<file path="src/rtl/dram_seq_ctrl.sv">
// Sequencer that owns the image DRAM port: LOAD host bytes, RUN the CPU, DUMP the result region.
// Optional build macro DUMP_CHECKSUM_EN adds a 16-bit running sum of dumped bytes (dump_sum).
module dram_seq_ctrl #(
    parameter int ADDR_W     = 16,
    parameter int DATA_W     = 8,
    parameter int LOAD_WORDS = 65536,
    parameter int DUMP_BASE  = 0,
    parameter int DUMP_WORDS = 16384
) (
    input  logic              clka,
    input  logic              rstn,
    input  logic              start,
    input  logic              ld_valid,
    input  logic [DATA_W-1:0] ld_data,
    output logic              ld_ready,
    output logic              cpu_enable,
    input  logic              cpu_finish,
    input  logic [ADDR_W-1:0] cpu_addr,
    input  logic [DATA_W-1:0] cpu_wdata,
    input  logic              cpu_wr,
    input  logic              cpu_rd,
    output logic [ADDR_W-1:0] mem_addr,
    output logic [DATA_W-1:0] mem_wdata,
    output logic              mem_wr,
    output logic              mem_rd,
    input  logic [DATA_W-1:0] mem_rdata,
    output logic              out_valid,
    output logic [DATA_W-1:0] out_data,
    input  logic              out_ready,
    output logic              busy,
    output logic              done,
    output logic [2:0]        state_dbg
`ifdef DUMP_CHECKSUM_EN
    ,
    output logic [15:0]       dump_sum
`endif
);

    // Handshakes: a byte moves on ld_valid && ld_ready and on out_valid && out_ready,
    // in the cycle both are high at the rising edge; valid may not drop while waiting.
    typedef enum logic [2:0] {
        S_IDLE      = 3'd0,
        S_LOAD      = 3'd1,
        S_RUN       = 3'd2,
        S_DUMP_RD   = 3'd3,
        S_DUMP_WAIT = 3'd4,
        S_DUMP_OUT  = 3'd5,
        S_DONE      = 3'd6
    } state_t;

    localparam logic [ADDR_W-1:0] LD_LAST   = ADDR_W'(LOAD_WORDS - 1);
    localparam logic [ADDR_W-1:0] DP_LAST   = ADDR_W'(DUMP_WORDS - 1);
    localparam logic [ADDR_W-1:0] DP_BASE_A = ADDR_W'(DUMP_BASE);

    state_t              state_q, state_d;
    logic [ADDR_W-1:0]   ld_cnt_q, ld_cnt_d;
    logic [ADDR_W-1:0]   dp_cnt_q, dp_cnt_d;
    logic                cpu_enable_q, cpu_enable_d;
    logic                out_valid_q, out_valid_d;
    logic [DATA_W-1:0]   out_data_q, out_data_d;
`ifdef DUMP_CHECKSUM_EN
    logic [15:0]         sum_q, sum_d;
`endif

    always_ff @(posedge clka or negedge rstn) begin
        if (!rstn) begin
            state_q      <= S_IDLE;
            ld_cnt_q     <= '0;
            dp_cnt_q     <= '0;
            cpu_enable_q <= 1'b0;
            out_valid_q  <= 1'b0;
            out_data_q   <= '0;
`ifdef DUMP_CHECKSUM_EN
            sum_q        <= '0;
`endif
        end else begin
            state_q      <= state_d;
            ld_cnt_q     <= ld_cnt_d;
            dp_cnt_q     <= dp_cnt_d;
            cpu_enable_q <= cpu_enable_d;
            out_valid_q  <= out_valid_d;
            out_data_q   <= out_data_d;
`ifdef DUMP_CHECKSUM_EN
            sum_q        <= sum_d;
`endif
        end
    end

    always_comb begin
        state_d     = state_q;
        ld_cnt_d    = ld_cnt_q;
        dp_cnt_d    = dp_cnt_q;
        out_valid_d = out_valid_q;
        out_data_d  = out_data_q;
`ifdef DUMP_CHECKSUM_EN
        sum_d       = sum_q;
`endif
        ld_ready    = 1'b0;
        mem_addr    = '0;
        mem_wdata   = '0;
        mem_wr      = 1'b0;
        mem_rd      = 1'b0;

        case (state_q)
            S_IDLE, S_DONE: begin
                if (start) begin
                    state_d  = S_LOAD;
                    ld_cnt_d = '0;
                    dp_cnt_d = '0;
`ifdef DUMP_CHECKSUM_EN
                    sum_d    = '0;
`endif
                end
            end
            S_LOAD: begin
                ld_ready = 1'b1;
                if (ld_valid) begin
                    mem_addr  = ld_cnt_q;
                    mem_wdata = ld_data;
                    mem_wr    = 1'b1;
                    ld_cnt_d  = ld_cnt_q + 1'b1;
                    if (ld_cnt_q == LD_LAST) begin
                        state_d = S_RUN;
                    end
                end
            end
            S_RUN: begin
                // The CPU owns the port outright; only here can its strobes reach DRAM.
                mem_addr  = cpu_addr;
                mem_wdata = cpu_wdata;
                mem_wr    = cpu_wr;
                mem_rd    = cpu_rd;
                if (cpu_finish) begin
                    state_d = S_DUMP_RD;
                end
            end
            S_DUMP_RD: begin
                mem_addr = DP_BASE_A + dp_cnt_q;
                mem_rd   = 1'b1;
                state_d  = S_DUMP_WAIT;
            end
            S_DUMP_WAIT: begin
                out_data_d  = mem_rdata;
                out_valid_d = 1'b1;
                state_d     = S_DUMP_OUT;
            end
            S_DUMP_OUT: begin
                if (out_ready) begin
                    out_valid_d = 1'b0;
                    dp_cnt_d    = dp_cnt_q + 1'b1;
`ifdef DUMP_CHECKSUM_EN
                    sum_d       = sum_q + {{(16-DATA_W){1'b0}}, out_data_q};
`endif
                    state_d     = (dp_cnt_q == DP_LAST) ? S_DONE : S_DUMP_RD;
                end
            end
            default: begin
                state_d = S_IDLE;
            end
        endcase

        cpu_enable_d = (state_d == S_RUN);
    end

    assign cpu_enable = cpu_enable_q;
    assign out_valid  = out_valid_q;
    assign out_data   = out_data_q;
    assign busy       = (state_q != S_IDLE) && (state_q != S_DONE);
    assign done       = (state_q == S_DONE);
    assign state_dbg  = state_q;
`ifdef DUMP_CHECKSUM_EN
    assign dump_sum   = sum_q;
`endif

endmodule

</file>
<file path="config.mk">
export PLATFORM = sky130hd
export DESIGN_NAME = dram_seq_ctrl
export DESIGN_NICKNAME = d
export VERILOG_FILES = /design/src/rtl/dram_seq_ctrl.sv
export SDC_FILE = /design/constraint.sdc
export NUM_CORES = 1
export LEC_CHECK = 0
export ABC_AREA = 1
export CORE_ASPECT_RATIO = 0.6
export CORE_MARGIN = 5
export CORE_UTILIZATION = 30
export CTS_BUF_LIST = sky130_fd_sc_hd__clkbuf_8
export DETAILED_ROUTE_END_ITERATION = 12
export SYNTH_ARGS = -nofsm -noshare
export SYNTH_HDL_FRONTEND = slang
export SYNTH_SLANG_ARGS = --single-unit
export TNS_END_PERCENT = 20
</file>
<file path="constraint.sdc">
create_clock -name clka -period 1.3 [get_ports clka]
set_input_delay 0.195 -clock clka [delete_from_list [all_inputs] [get_ports clka]]
set_output_delay 0.195 -clock clka [all_outputs]
set_load 0.01 [all_outputs]
</file>
==> flow_summary.rst <==
.. list-table::
   :header-rows: 1

   * - Metric
     - Value
   * - Worst-margin pin slew
     - 573 ps
   * - Highest-count cells in the layout ignoring fill and taps
     - 91 x buf_4, 82 x nand2_1, 45 x clkdlybuf4s50_1
   * - Number of flip-flops and latches in the synthesized netlist
     - 45
   * - Final total negative setup slack
     - -21,840 ps
   * - Final WS setup
     - -463 ps
   * - Setup crit start kind
     - register
   * - Initial DRC Count
     - 216
   * - Gate count of the mapped netlist
     - 391
   * - Skew-Pair Late Insertion Delay
     - 310 ps
   * - Number of placement rows
     - 27
   * - All-Layer GR Usage
     - 19.3%
   * - Mean instance size in the synthesized netlist
     - 7.24 um^2
   * - Buffer levels on the longest clock path
     - 2
   * - Sequential share of the synthesized area
     - 39.8%
   * - RD Place Congestion
     - 0.848
   * - Result of the run
     - finished with violations
   * - Met1 Use GR
     - 27.4%
   * - Final hold violation count
     - 0
   * - HPWL Detailed
     - 8220 um
   * - Number of synthesis warnings
     - 0
   * - Max-cap check violation count
     - 0
   * - Maximum VDD drop
     - 733 uV
   * - Utilization after layout
     - 58.5%
   * - DRT Pass-1 Iters
     - 4
   * - Top achievable clock speed
     - 567 MHz
   * - Overall power consumption
     - 6.77 mW
   * - Max_slew headroom
     - 61.8%
   * - Fin cells
     - 721
   * - Worst endpoint data arrival time
     - 1570 ps
   * - Remaining Overflow, GRT
     - 0
   * - PD cells
     - 1260 nW/um^2
   * - Initial Util
     - 30.8%
   * - # DRC
     - 0
   * - Time the final worst path needs with I/O delays and setup
     - 1760 ps
   * - Failing checks
     - setup timing
   * - Clk root buf
     - clkbuf_8
   * - Number of distinct library cells after synthesis
     - 27
   * - Top flip-flop cell by instance count after synthesis
     - dfrtp_1
   * - Count of flip-flops with a built-in enable after synthesis
     - 0
   * - Fraction of final layout cells with drive strength greater than 1
     - 39.3%
   * - DIE HEIGHT
     - 85.3 um
   * - Critical Setup Path Class
     - register to output port
   * - Worst Skew
     - 6.39 ps
   * - Total number of nets in the final design
     - 640
   * - Die span in x
     - 135 um
   * - Post-Synthesis Cell Area
     - 2830 um^2
   * - Hold WC Path Type
     - input port to async pin
   * - Total number of H-tree levels
     - 2
   * - Fraction of met2 tracks used by global routing
     - 31.7%
   * - Worst Setup End Kind
     - output port
   * - Unrepaired setup endpoints after global routing
     - true
   * - Global-route wire length before repair
     - 18,100 um
   * - Max-slew violation count
     - 0
   * - Antenna diode instance count
     - 0
   * - CORE AREA
     - 9190 um^2
   * - Number of clock sinks
     - 45
   * - Share of the clock period used by the worst path after layout
     - 136%
   * - CTS clock-pin slew for the worst setup and hold paths
     - 90 ps
   * - Setup Viol. Count Final
     - 75
   * - Critical path peak fanout
     - 8
   * - Total die area
     - 11,500 um^2
   * - Share of synthesized registers carrying an async set or reset
     - 100%
   * - Final routed wire length divided by cell count
     - 15.3 um
   * - Met3 track utilization from global routing
     - 3.32%
   * - Leak
     - 2.45 nW
   * - Total wire length after detailed routing
     - 11,000 um
   * - TritonCTS clock tree
     - yes
   * - Num ports
     - 90
   * - Most common library cell in the layout ignoring fill and taps
     - buf_4
   * - Total number of vias
     - 3,436
   * - Largest net degree at the start of global routing
     - 39
   * - Antenna viol nets, final
     - 0
   * - Number of antenna violations at the first check in global routing
     - 0
   * - Vias in the first global route
     - 3,534
   * - # placed instances
     - 700
   * - Count of input and output buffers
     - 89
   * - Cts bufs inserted
     - 5
   * - Post-placement worst setup slack
     - -710 ps
   * - Synthesis-to-layout area growth
     - 89.6%
   * - Data required time at the worst endpoint
     - 1110 ps
   * - Grt peak-use layer
     - met2
   * - Per-cell via count in the routed design
     - 4.77
   * - Net count after synthesis
     - 441
## registers in the layout, summed over array words and instances (netlist names)
name,flops
out_data,8
state_dbg,3
out_valid,1
cpu_enable,1
dp_cnt_q,16
ld_cnt_q,16
## worst max-delay path: stages (launching register included)
cell,delay (ps)
dfrtp_1,410
inv_2,90
buf_6,130
nand2_8,70
clkinv_8,90
nand2_8,100
o221ai_2,190
buf_2,170
## metrics by stage
| step | area (um^2) | hold slack (ps) |
|---|---|---|
| after global routing | 5370 | 283 |
| after floorplan | 3040 | -101 |
| after detailed placement | 4830 | 67.5 |
| final | 5370 | 256 |
| after global placement | 4830 | 65.1 |
| after CTS | 5110 | 270 |
## routing by layer
metal | wire [um] | vias to the layer above
met5 | 0 | -
met4 | 49 | 0
met3 | 325 | 8
met2 | 5360 | 52
met1 | 5270 | 1659
li1 | - | 1717
## logic make-up after synthesis
logic type | count (synthesis) | synth area share (%)
buffers and inverters | 63 | 9.05
multiplexers | 8 | 3.18
flip-flops | 45 | 39.8
adder cells (fa/ha/maj) | 2 | 0.883
AND/OR/NAND/NOR | 211 | 32.9
AO/OA/AOI/OAI | 62 | 14.3
## timing repair
item,4_1_cts,5_1_grt
resized for setup,191,52
buffers inserted,2,4
hold buffers,1,0
endpoints found under the hold margin,7,0
endpoints found under the setup margin,86,75
pin swaps,11,13
cloned,4,2
## report_power, final
part	switching, mW	internal (mW)	total [mW]
combinational	2.05	1.80	3.85
clock	0.520	0.620	1.14
sequential	0.146	1.64	1.78
total	2.71	4.06	6.77
## synth_stat cells (all sizes together) (2+ instances only)
| master | instances | area, um^2 |
|---|---|---|
| buf | 9 | 53.8 |
| o31ai | 2 | 15.0 |
| a21oi | 10 | 50.1 |
| nor2 | 48 | 185 |
| clkbuf | 3 | 11.3 |
| nor3 | 3 | 15.0 |
| nand4 | 21 | 131 |
| inv | 51 | 191 |
| a22o | 8 | 70.1 |
| nand2 | 105 | 412 |
| ha | 2 | 25.0 |
| o21ai | 26 | 130 |
| o221ai | 15 | 131 |
| mux2 | 8 | 90.1 |
| dfrtp | 45 | 1130 |
| nand3 | 32 | 175 |
## cell type report
type	count	area, um^2
tap	130	163
inverter	51	214
clock inverter	2	33.8
timing repair buffer	202	1850
fill	810	3820
clock buffer	6	82.6
multi-input combinational	285	1900
sequential	45	1130
## path summary, 6_finish.rpt
kind / startpoint / to / slack [ps] / depth (start not counted)
max in group asynchronous: rstn / state_dbg[0]$_DFF_PN0_ / 560 / 3
worst min-delay path: rstn / dp_cnt_q[0]$_DFFE_PN0P_ / 260 / 2
worst max-delay path: state_dbg[2]$_DFF_PN0_ / mem_addr[10] / -460 / 7
min in group clka: mem_rdata[1] / out_data[1]$_DFFE_PN0N_ / 490 / 2
worst min register to register: out_valid$_DFFE_PN0P_ / out_valid$_DFFE_PN0P_ / 500 / 2
worst max register to register: state_dbg[2]$_DFF_PN0_ / ld_cnt_q[2]$_DFFE_PN0P_ / -400 / 12
No activity file was read; power rests on OpenSTA's default activity.
